## config.mk

```make
export PLATFORM = sky130hd
export DESIGN_NAME = alarm_bank
export DESIGN_NICKNAME = d
export VERILOG_FILES = /design/src/rtl/alarm_pkg.sv /design/src/rtl/alarm_channel.sv /design/src/rtl/alarm_bank.sv
export SDC_FILE = /design/constraint.sdc
export NUM_CORES = 1
export LEC_CHECK = 0
export CORE_ASPECT_RATIO = 1.1
export CORE_MARGIN = 1.5
export CORE_UTILIZATION = 31
export DETAILED_ROUTE_END_ITERATION = 16
export GPL_TIMING_DRIVEN = 0
export PLACE_DENSITY = 0.55
export SLEW_MARGIN = 10
export SYNTH_ARGS = -nofsm -noshare
export SYNTH_HDL_FRONTEND = slang
export SYNTH_SLANG_ARGS = --single-unit
```

## constraint.sdc

```tcl
create_clock -name sys_clk -period 2.7 [get_ports sys_clk]
set_input_delay 0.27 -clock sys_clk [delete_from_list [all_inputs] [get_ports sys_clk]]
set_output_delay 0.27 -clock sys_clk [all_outputs]
set_load 0.02 [all_outputs]
```

## src/rtl/alarm_pkg.sv

```systemverilog
// Shared types and widths for the alarm engine.
package alarm_pkg;

    localparam int HOUR_W = 5;
    localparam int MIN_W  = 6;
    localparam int SEC_W  = 6;
    localparam int CNT_W  = 12;

    typedef enum logic [1:0] {
        ALM_IDLE    = 2'd0,
        ALM_RINGING = 2'd1,
        ALM_SNOOZED = 2'd2
    } alarm_state_e;

endpackage

```

## src/rtl/alarm_channel.sv

```systemverilog
// One alarm channel: stored alarm time, ring/snooze FSM, ring and snooze counters,
// and a sticky missed flag set when ringing times out unattended.
module alarm_channel
    import alarm_pkg::*;
#(
    parameter int SNOOZE_SEC       = 300,
    parameter int RING_TIMEOUT_SEC = 60
) (
    input  logic              sys_clk,
    input  logic              rst_n,
    input  logic              i_tick,
    input  logic [HOUR_W-1:0] i_cur_hours,
    input  logic [MIN_W-1:0]  i_cur_minutes,
    input  logic [SEC_W-1:0]  i_cur_seconds,
    input  logic              i_wr,
    input  logic [HOUR_W-1:0] i_wr_hours,
    input  logic [MIN_W-1:0]  i_wr_minutes,
    input  logic              i_wr_enable,
    input  logic              i_snooze,
    input  logic              i_off,
    input  logic              i_missed_clr,
    output alarm_state_e      o_state,
    output logic              o_missed
);

    localparam logic [CNT_W-1:0] L_SNOOZE  = CNT_W'(SNOOZE_SEC);
    localparam logic [CNT_W-1:0] L_TIMEOUT = CNT_W'(RING_TIMEOUT_SEC);

    logic [HOUR_W-1:0] r_hours;
    logic [MIN_W-1:0]  r_minutes;
    logic              r_enable;
    alarm_state_e      r_state;
    logic [CNT_W-1:0]  r_ring_cnt;
    logic [CNT_W-1:0]  r_snz_cnt;
    logic              r_missed;

    logic [CNT_W-1:0]  w_ring_next;
    logic              w_match;
    logic              w_timeout;

    // Start of a matching minute on an enabled channel.
    assign w_match = i_tick && (i_cur_seconds == '0) && r_enable &&
                     (i_cur_hours == r_hours) && (i_cur_minutes == r_minutes);

    assign w_ring_next = r_ring_cnt + CNT_W'(1);

    // Unattended ringing expires on this tick; any higher-priority event cancels it.
    assign w_timeout = i_tick && (r_state == ALM_RINGING) && !i_wr && r_enable &&
                       !i_off && !i_snooze && (w_ring_next >= L_TIMEOUT);

    // Alarm register: loaded only by a write to this channel.
    always_ff @(posedge sys_clk or negedge rst_n) begin
        if (!rst_n) begin
            r_hours   <= '0;
            r_minutes <= '0;
            r_enable  <= 1'b0;
        end else if (i_wr) begin
            r_hours   <= i_wr_hours;
            r_minutes <= i_wr_minutes;
            r_enable  <= i_wr_enable;
        end
    end

    // Channel FSM; write/disable beats off, off beats snooze, snooze beats tick events.
    always_ff @(posedge sys_clk or negedge rst_n) begin
        if (!rst_n) begin
            r_state    <= ALM_IDLE;
            r_ring_cnt <= '0;
            r_snz_cnt  <= '0;
        end else if (i_wr || !r_enable || i_off) begin
            r_state <= ALM_IDLE;
        end else begin
            case (r_state)
                ALM_IDLE: begin
                    if (w_match) begin
                        r_state    <= ALM_RINGING;
                        r_ring_cnt <= '0;
                    end
                end
                ALM_RINGING: begin
                    if (i_snooze) begin
                        r_state   <= ALM_SNOOZED;
                        r_snz_cnt <= L_SNOOZE;
                    end else if (w_timeout) begin
                        r_state <= ALM_IDLE;
                    end else if (i_tick) begin
                        r_ring_cnt <= w_ring_next;
                    end
                end
                ALM_SNOOZED: begin
                    if (i_tick) begin
                        if (r_snz_cnt == CNT_W'(1)) begin
                            r_state    <= ALM_RINGING;
                            r_ring_cnt <= '0;
                        end else begin
                            r_snz_cnt <= r_snz_cnt - CNT_W'(1);
                        end
                    end
                end
                default: r_state <= ALM_IDLE;
            endcase
        end
    end

    // Missed flag: write clears, timeout sets (and wins over a same-cycle clear).
    always_ff @(posedge sys_clk or negedge rst_n) begin
        if (!rst_n) begin
            r_missed <= 1'b0;
        end else if (i_wr) begin
            r_missed <= 1'b0;
        end else if (w_timeout) begin
            r_missed <= 1'b1;
        end else if (i_missed_clr) begin
            r_missed <= 1'b0;
        end
    end

    assign o_state  = r_state;
    assign o_missed = r_missed;

endmodule

```

## src/rtl/alarm_bank.sv

```systemverilog
// Multi-channel alarm engine: write decode into NUM_ALARMS channels, ring OR
// reduction and a lowest-index priority encoder for the buzzer/display side.
module alarm_bank
    import alarm_pkg::*;
#(
    parameter int NUM_ALARMS       = 4,
    parameter int SNOOZE_SEC       = 300,
    parameter int RING_TIMEOUT_SEC = 60,
    parameter int IDX_W            = (NUM_ALARMS > 1) ? $clog2(NUM_ALARMS) : 1
) (
    input  logic                  sys_clk,
    input  logic                  rst_n,
    input  logic                  clk_1hz_en,
    input  logic [HOUR_W-1:0]     cur_hours,
    input  logic [MIN_W-1:0]      cur_minutes,
    input  logic [SEC_W-1:0]      cur_seconds,
    input  logic                  wr_en,
    input  logic [IDX_W-1:0]      wr_idx,
    input  logic [HOUR_W-1:0]     wr_hours,
    input  logic [MIN_W-1:0]      wr_minutes,
    input  logic                  wr_enable,
    input  logic                  snooze_btn,
    input  logic                  off_btn,
    input  logic                  missed_clr,
    output logic                  ring_out,
    output logic [IDX_W-1:0]      ring_idx,
    output logic [NUM_ALARMS-1:0] ring_vec,
    output logic [NUM_ALARMS-1:0] snooze_vec,
    output logic [NUM_ALARMS-1:0] missed_vec
);

    logic [NUM_ALARMS-1:0] w_wr_sel;
    alarm_state_e          w_state [NUM_ALARMS];

    genvar g;
    generate
        for (g = 0; g < NUM_ALARMS; g++) begin : g_ch
            // Out-of-range indices match no channel and are dropped.
            assign w_wr_sel[g] = wr_en && (wr_idx == IDX_W'(g));

            alarm_channel #(
                .SNOOZE_SEC       (SNOOZE_SEC),
                .RING_TIMEOUT_SEC (RING_TIMEOUT_SEC)
            ) u_ch (
                .sys_clk       (sys_clk),
                .rst_n         (rst_n),
                .i_tick        (clk_1hz_en),
                .i_cur_hours   (cur_hours),
                .i_cur_minutes (cur_minutes),
                .i_cur_seconds (cur_seconds),
                .i_wr          (w_wr_sel[g]),
                .i_wr_hours    (wr_hours),
                .i_wr_minutes  (wr_minutes),
                .i_wr_enable   (wr_enable),
                .i_snooze      (snooze_btn),
                .i_off         (off_btn),
                .i_missed_clr  (missed_clr),
                .o_state       (w_state[g]),
                .o_missed      (missed_vec[g])
            );

            assign ring_vec[g]   = (w_state[g] == ALM_RINGING);
            assign snooze_vec[g] = (w_state[g] == ALM_SNOOZED);
        end
    endgenerate

    assign ring_out = |ring_vec;

    // Lowest-index ringing channel wins; 0 when nothing rings.
    always_comb begin
        ring_idx = '0;
        for (int i = NUM_ALARMS - 1; i >= 0; i--) begin
            if (ring_vec[i]) ring_idx = IDX_W'(i);
        end
    end

endmodule

```

# == After elaboration in Yosys (flattened, before gate mapping) ==
# Index checks and enable logic that the tools add are counted.
# word_totals
register_bits,156
output_inout_bits,15
input_bits,38
# op_classes
n_reduce_logical,90
n_addsub,8
muxes,82
bitwise,4
magnitude_cmp,4
n_eq_ne,71
# ops
operator,n
12-bit 2-to-1 mux,33
12-bit one-hot mux with 3 select lines,4
12-bit one-hot mux with 2 select lines,4
2-bit 2-to-1 mux,28
"12-bit by 1-bit adder with 12-bit output, second input constant",4
"12-bit by 1-bit equality test with 1-bit output, second input constant",4
"12-bit by 6-bit >= comparator with 1-bit output, second input constant",4
"2-bit inequality test, second input constant",24
"12-bit by 1-bit subtractor with 12-bit output, second input constant",4
1-bit logical AND,41
8-bit AND reduction,4
6-bit equality test,4
"3-bit by 1-bit inequality test with 1-bit output, second input constant",8
2-bit one-hot mux with 3 select lines,4
3-bit nonzero test,8
5-bit equality test,4
5-bit AND reduction,4
"2-bit by 1-bit inequality test with 1-bit output, second input constant",8
"4-bit by 2-bit inequality test with 1-bit output, second input constant",4
4-bit AND reduction,4
"2-bit equality test, second input constant",6
"3-bit by 2-bit inequality test with 1-bit output, second input constant",4
"2-bit by 1-bit equality test with 1-bit output, second input constant",5
1-bit zero test,10
other kinds (7),32

# == Logic depth before layout (Yosys ltp) ==
# Gate-level depths: netlist of the first run.
# logic_depth
depth_word,12
depth_mapped,10
mapped_depth_nobuf,9

# == By module ==
# Synthesis of the first run repeated with hierarchy kept, for this count alone.
# unflattened
cells_unflattened,891
area_unflattened_um2,9083.7
# by_module_without_submodules
module,n_inst,area_per_inst_um2,seq_area_each_um2,cells_each
alarm_channel (g_ch[0].u_ch ...),3,2233.4,975.9,218
alarm_channel (g_ch[3].u_ch),1,2233.4,975.9,217
alarm_bank,1,150.1,0.0,20

# == Worst setup path after synthesis of the first run ==
# No wires, ideal clock.
# synth_path
path_kind,register to register
start,register g_ch[0].u_ch.r_ring_cnt[0]
end,register g_ch[0].u_ch.r_ring_cnt[2]
path_buffers,1
setup_time_ns,0.120
t_arrival_ns,2.286
stages_incl_launch_ff,10
setup_slack_ns,0.293
path_cell_list,dfrtp_1 > ha_1 > nand3_1 > or4_1 > o21ai_1 > a32o_2 > a31oi_4 > buf_6 > o31a_1 > a41o_1
# synth_via
elab_chain_len,5
word_cells_on_any_way,9
cone_classes,add/sub (1); order compare (1); eq/ne (1); mux (4); reduce/logical (2)
# synth_rtl
item,line,source
from (decl),alarm_channel.sv:33,logic [CNT_W-1:0] r_ring_cnt;
from (signal assigned),alarm_channel.sv:87,r_ring_cnt <= w_ring_next;
12-bit by 1-bit adder with 12-bit output *,alarm_channel.sv:45,assign w_ring_next = r_ring_cnt + CNT_W'(1);
12-bit by 6-bit >= comparator with 1-bit output or 12-bit 2-to-1 mux (tied branches),"alarm_channel.sv:49, alarm_channel.sv:86",
1-bit logical AND or 12-bit 2-to-1 mux (tied branches),"alarm_channel.sv:49, alarm_channel.sv:84",
2-bit inequality test (no line) or 12-bit 2-to-1 mux (tied branches),-,
8-bit AND reduction (no line) or 12-bit one-hot mux with 3 select lines (tied branches),-,
# Mark *: on every way between the ends. The rest lies on a longest branch, timed or not. The select of a mux whose other input is x is not followed.
# A chain may end at the register's enable or synchronous reset.

# == Worst setup path after layout of the first run ==
# layout_path
start,register g_ch[0].u_ch.r_ring_cnt[1]
end,register g_ch[0].u_ch.r_ring_cnt[2]
# The elaborated chain is that of the path after synthesis.

==> flow_metrics.tcl, run 1 <==
set metrics [dict create \
    first_iter_violations 346 \
    cts_tree "done" \
    worst_pin_slew_ns 0.796 \
    whs_endpoint "g_ch[1].u_ch.o_state[1]" \
    portBuffers 48 \
    die-area_um2 28400 \
    fin_crit_ns 2.55 \
    rows 63 \
    vias_per_cell 5.10 \
    area_growth_pct 19.5 \
    ys_async_sr_fraction_pct 100 \
    die_h_um 176 \
    hold_violations 0 \
    clk_path_buf_depth 2 \
    htree_levels 4 \
    start_util_pct 31.5 \
    chipWidth_um 161 \
    fin_hold_ws_ns 0.374 \
    routed_wirelength_mm 20.6 \
    diodes 0 \
    dr.pass1.iters 4 \
    synth_edf_count 0 \
    fin_nets 993 \
    ys_types 79 \
    max-vdd-ir-drop_mv 0.419 \
    hpwlAfterDp_mm 14.8 \
    seq_area_frac_synth_pct 46.0 \
    finalSetupViolations 0 \
    synth_area_um2 8480 \
    clk_pin_slew_worst_paths_ns 0.07 \
    setup_tns_ns 0 \
    syn_nets 924 \
    drive_gt1_share_pct 14.4 \
    hp-start "snooze_btn" \
    yosys.area.top_type "dfrtp_1" \
    cts.sinks 156 \
    r2r-end "g_ch[0].u_ch.r_ring_cnt[2]" \
    holdPathStages 3 \
    grt_max_degree 94 \
    r2r_start "g_ch[0].u_ch.r_ring_cnt[1]" \
    route.vias.total 6698 \
    crit_arrival_ns 2.87 \
    fin_skew_ns 0.0189 \
    hp-class "primary input to flip-flop" \
    cap_violations 0 \
    route.detailed.drc 0 \
    rsz0062_at_grt "false" \
    coreArea_um2 27000 \
    antenna_found_initial 0 \
    critPathKind "flip-flop to flip-flop" \
    synth_area_leaders "dfrtp_1, mux2_2, xnor2_1" \
    status "finished, final reports clean" \
    start_kind "flip-flop" \
    yosysWarnings 0 \
    ys_ff_latch 156 \
    track_usage_pct 15.1 \
    overflow 0 \
    reg2reg_depth 9 \
    relSlewSlack_pct 46.9 \
    slew_violations 0 \
    regToRegSetupSlack_ns 0.15 \
    synth_top_area_share_pct 46.0 \
    fmax_mhz 393 \
    period_share_pct 94.3 \
    syn-instance-count 874 \
    cp-end-kind "flip-flop" \
    cts_root_buf "clkbuf_16" \
    crit_fanout 10 \
    p_leak_nw 4.13 \
    antenna_left 0 \
    place_congestion 0.788 \
    wl_per_cell_um 15.7 \
    synthFlopType "dfrtp_1" \
    clk_latency_ns 0.44 \
    grt_pass1_vias 6452 \
    crit_required_ns 3.02 \
    fillers 2717 \
    cts_buffers 17 \
    powerDensity_nw_per_um2 605 \
    syn_area_per_cell_um2 9.70 \
    grt_first_pass_wirelength_mm 33.9 \
    ios 53 \
]
## power by group
part	internal, mW	switching [mW]	leakage [nW]	total [mW]
clock	1.32	1.11	0.290	2.43
sequential	2.56	0.208	2.02	2.77
combinational	0.444	0.485	1.82	0.929
total	4.33	1.80	4.13	6.13
## cell type report
type	count	area [µm²]	area share (%)
Buffer	28	133	1.31
Sequential cell	156	3910	38.6
Multi-Input combinational cell	656	4390	43.3
Tap cell	357	447	4.41
Clock inverter	15	169	1.67
Clock buffer	17	425	4.20
Timing Repair Buffer	52	543	5.36
Inverter	32	123	1.21
## per-layer routing
layer / routed length [µm] / share of wire (%) / vias to the layer above / global-route usage (%)
met2: 9620 / 47 / 110 / 24.5
met5: 0 / 0 / - / 0
li1: - / - / 3317 / -
met1: 10100 / 49 / 3259 / 20.8
met3: 726 / 3.5 / 12 / 2.58
met4: 194 / 0.94 / 0 / 3.94
## what timing repair did
| item | in CTS | in global routing |
|---|---|---|
| gates resized for setup | 10 | 12 |
| endpoints found under the hold margin | 63 | 0 |
| endpoints found under the setup margin | 5 | 26 |
| pin swaps | 0 | 2 |
| hold buffers | 1 | 0 |
| buffers inserted | 0 | 2 |
## registers in the layout (all words and copies together) (netlist names)
name                  flops
g_ch.u_ch.r_hours        20
g_ch.u_ch.o_missed        4
g_ch.u_ch.r_minutes      24
g_ch.u_ch.r_ring_cnt     48
g_ch.u_ch.r_enable        4
g_ch.u_ch.o_state         8
g_ch.u_ch.r_snz_cnt      48
## logic make-up after synthesis
logic type	Yosys count	synth area share (%)
muxes	55	7.27
xor gates and xnor gates	55	5.68
and+or+nand+nor	335	20.5
AOI/OAI and AO/OA	199	15.7
adders and majority gates	12	1.77
buffers and inverters	62	3.05
DFF	156	46.0
## worst max-delay path by stage
stage                                     startpoint                          to  cells past startpoint
after floorplan           g_ch[0].u_ch.r_ring_cnt[0]  g_ch[0].u_ch.r_ring_cnt[2]                      9
after global placement                         rst_n   g_ch[0].u_ch.r_snz_cnt[3]                      1
after detailed placement              cur_seconds[2]  g_ch[0].u_ch.r_ring_cnt[0]                      7
after CTS                                 clk_1hz_en  g_ch[3].u_ch.r_ring_cnt[3]                      8
after global routing       g_ch[0].u_ch.r_snz_cnt[4]   g_ch[0].u_ch.r_snz_cnt[4]                      7
final                     g_ch[0].u_ch.r_ring_cnt[1]  g_ch[0].u_ch.r_ring_cnt[2]                      9
## synthesized netlist by cell type (21+ instances only)
cell type  number
mux2_2         53
clkbuf_1       21
o31ai_1        24
nor3_1         25
inv_1          30
nor2_1         73
nand3_1        37
nand2_1        66
dfrtp_1       156
xnor2_1        38
a21oi_1        35
o21ai_0        66
## layout by cell type, fill, tap and decap left out, drive strengths merged, types with 5 or more instances in the layout
| cell type | count |
|---|---|
| a211oi | 6 |
| a21oi | 35 |
| a31oi | 12 |
| and2 | 14 |
| and3 | 9 |
| buf | 13 |
| clkbuf | 36 |
| clkdlybuf4s50 | 45 |
| clkinv | 5 |
| dfrtp | 156 |
| ha | 12 |
| inv | 40 |
| mux2 | 53 |
| nand2 | 66 |
| nand2b | 18 |
| nand3 | 37 |
| nand3b | 5 |
| nand4 | 17 |
| nor2 | 76 |
| nor2b | 20 |
| nor3 | 25 |
| nor3b | 5 |
| nor4 | 11 |
| o21ai | 68 |
| o31ai | 24 |
| o41ai | 12 |
| or3 | 12 |
| or4 | 7 |
| xnor2 | 38 |
| xor2 | 17 |
## critical path: stages, from the launching register on
cell and delay, ns:
dfrtp_1 0.40, ha_2 0.23, nand3_1 0.15, or4_1 0.54, o21ai_1 0.13, a32o_2 0.21, a31oi_4 0.11, buf_6 0.17
o31a_1 0.29, a41o_1 0.20
## metrics by stage
| stage | cell area [µm²] | power (mW) | std cells | setup slack [ns] | utilization (%) |
|---|---|---|---|---|---|
| 2_1_floorplan | 8480 | 3.40 | 874 | 0.293 | - |
| 3_3_place_gp | 9410 | 3.72 | 1279 | -5.49 | 34.9 |
| 3_5_place_dp | 9440 | 3.74 | 1280 | -0.512 | 35.0 |
| 4_1_cts | 10100 | 6.21 | 1312 | 0.00600 | 37.4 |
| 5_1_grt | 10100 | 6.46 | 1313 | 0.00189 | 37.6 |
| 6_report | 10100 | 6.13 | 1313 | 0.153 | 37.6 |
Power figures use the tool's default switching activity.
==> inputs of run 2 (changes only) <==
CORE_ASPECT_RATIO = 1.5   (was 1.1)
MAX_ROUTING_LAYER = met4   (was default)
==> flow_metrics.tcl, run 2 (same netlist as run 1, synthesis figures left out) <==
set metrics [dict create \
    crit_arrival_ns 2.91 \
    fin_crit_ns 2.61 \
    hp-class "primary input to flip-flop" \
    worst_pin_slew_ns 0.822 \
    cts.sinks 156 \
    area_growth_pct 20.2 \
    fin_hold_ws_ns 0.368 \
    layout_commonest_cell "dfrtp_1" \
    die_h_um 206 \
    period_share_pct 96.8 \
    hold_violations 0 \
    fmax_mhz 383 \
    clk_pin_slew_worst_paths_ns 0.06 \
    crit_fanout 8 \
    cp-end-kind "flip-flop" \
    regToRegSetupSlack_ns 0.16 \
    rows 74 \
    fin_util_pct 37.7 \
    grt_first_pass_wirelength_mm 35.1 \
    ios 53 \
    start_kind "primary input" \
    drive_gt1_share_pct 14.4 \
    top_regs "g_ch.u_ch.r_ring_cnt: 48 flops, g_ch.u_ch.r_snz_cnt: 48 flops, g_ch.u_ch.r_minutes: 24 flops" \
    portBuffers 48 \
    postLayoutCellArea_um2 10200 \
    slew_violations 0 \
    cts_tree "done" \
    vias_per_cell 5.17 \
    start_util_pct 31.4 \
    grt_pass1_vias 6731 \
    track_usage_pct 15.9 \
    first_iter_violations 295 \
    route.vias.total 6718 \
    max-vdd-ir-drop_mv 0.413 \
    powerDensity_nw_per_um2 617 \
    status "finished, final reports clean" \
    dr.pass1.iters 4 \
    die-area_um2 28400 \
    route.detailed.drc 0 \
    cts_root_buf "clkbuf_16" \
    diodes 0 \
    antenna_left 0 \
    chipWidth_um 138 \
    fin_skew_ns 0.00527 \
    critPathKind "primary input to flip-flop" \
    place_congestion 0.834 \
    cap_violations 0 \
    htree_levels 4 \
    coreArea_um2 27000 \
    mostFrequentLayoutCells "dfrtp_1, nor2_1, nand2_1, o21ai_0, mux2_2" \
    fin_nets 995 \
    place_area_um2 9420 \
    clk_path_buf_depth 2 \
    clk_latency_ns 0.43 \
    finalSetupViolations 0 \
    antenna_found_initial 0 \
    p_leak_nw 4.12 \
    hpwlAfterDp_mm 15.4 \
    crit_required_ns 3.00 \
    routed_wirelength_mm 21.1 \
    relSlewSlack_pct 45.2 \
    grt_max_degree 81 \
    wl_per_cell_um 16.2 \
    overflow 0 \
    cts_buffers 17 \
]
-- run 2: cell count changes in the layout (fill, tap and decap cells not counted), moves of 3 or more --
cell / before / now
inv_6: 6 / 0
inv_8: 4 / 0
bufinv_16: 1 / 4
clkinv_2: 2 / 5
clkinvlp_4: 1 / 4
-- run 2: path summary, 6_finish.rpt --
path	depth (start not counted)	startpoint	to
setup / recovery	8	clk_1hz_en	g_ch[3].u_ch.r_ring_cnt[3]
hold / removal	3	snooze_btn	g_ch[1].u_ch.o_state[1]
setup reg to reg	9	g_ch[2].u_ch.r_ring_cnt[0]	g_ch[2].u_ch.r_ring_cnt[5]
hold reg to reg	1	g_ch[0].u_ch.r_snz_cnt[11]	g_ch[0].u_ch.r_snz_cnt[11]
max in group asynchronous	3	rst_n	g_ch[1].u_ch.r_ring_cnt[10]
min in group asynchronous	2	rst_n	g_ch[2].u_ch.r_minutes[4]
-- run 2: through the flow --
stage,std cells,setup WS [ns],TNS [ns],power [mW]
floorplan,874,0.293,0,3.40
global placement,1264,-5.44,-872.31,3.72
detailed placement,1265,-0.891,-25.63,3.75
CTS,1299,-0.0374,-0.0374,6.35
global route,1300,-0.0215,-0.0253,6.59
finish,1300,0.0872,0,6.28
-- run 2: power by group --
group / internal (mW) / leakage, nW / switching [mW]
clock: 1.59 / 0.299 / 0.971
combinational: 0.452 / 1.80 / 0.500
sequential: 2.56 / 2.03 / 0.207
-- run 2: critical path, stage by stage --
cell and delay (ns):
clkdlybuf4s50_1 0.58, nor3b_4 0.33, nand2_1 0.17, or4_1 0.58
o32ai_2 0.38, o21ai_2 0.20, o31ai_1 0.27, o31ai_1 0.12
-- run 2: metal layers --
layer  vias up  GRT usage (%)  share of wire (%)
li1       3320              -                  -
met3        26           2.42                2.2
met2        96           28.3                 52
met4         0           5.64                1.8
met1      3276           18.0                 44
met5         -              -                  0
-- run 2: cell type report --
type / count / area [µm²]
inverter: 32 / 126
clock buffer: 21 / 460
clock inverter: 11 / 166
buffer: 28 / 134
timing repair buffer: 54 / 552
tap: 342 / 428
sequential: 156 / 3910
fill: 2712 / 16800
multi-input combinational: 656 / 4420
-- run 2: repair_timing --
| action | CTS | global route |
|---|---|---|
| endpoints found under the hold margin | 79 | 0 |
| gates resized for setup | 10 | 15 |
| pin swaps | 0 | 1 |
| hold buffers | 1 | 0 |
| setup endpoints to repair | 38 | 34 |
| buffers inserted | 2 | 2 |
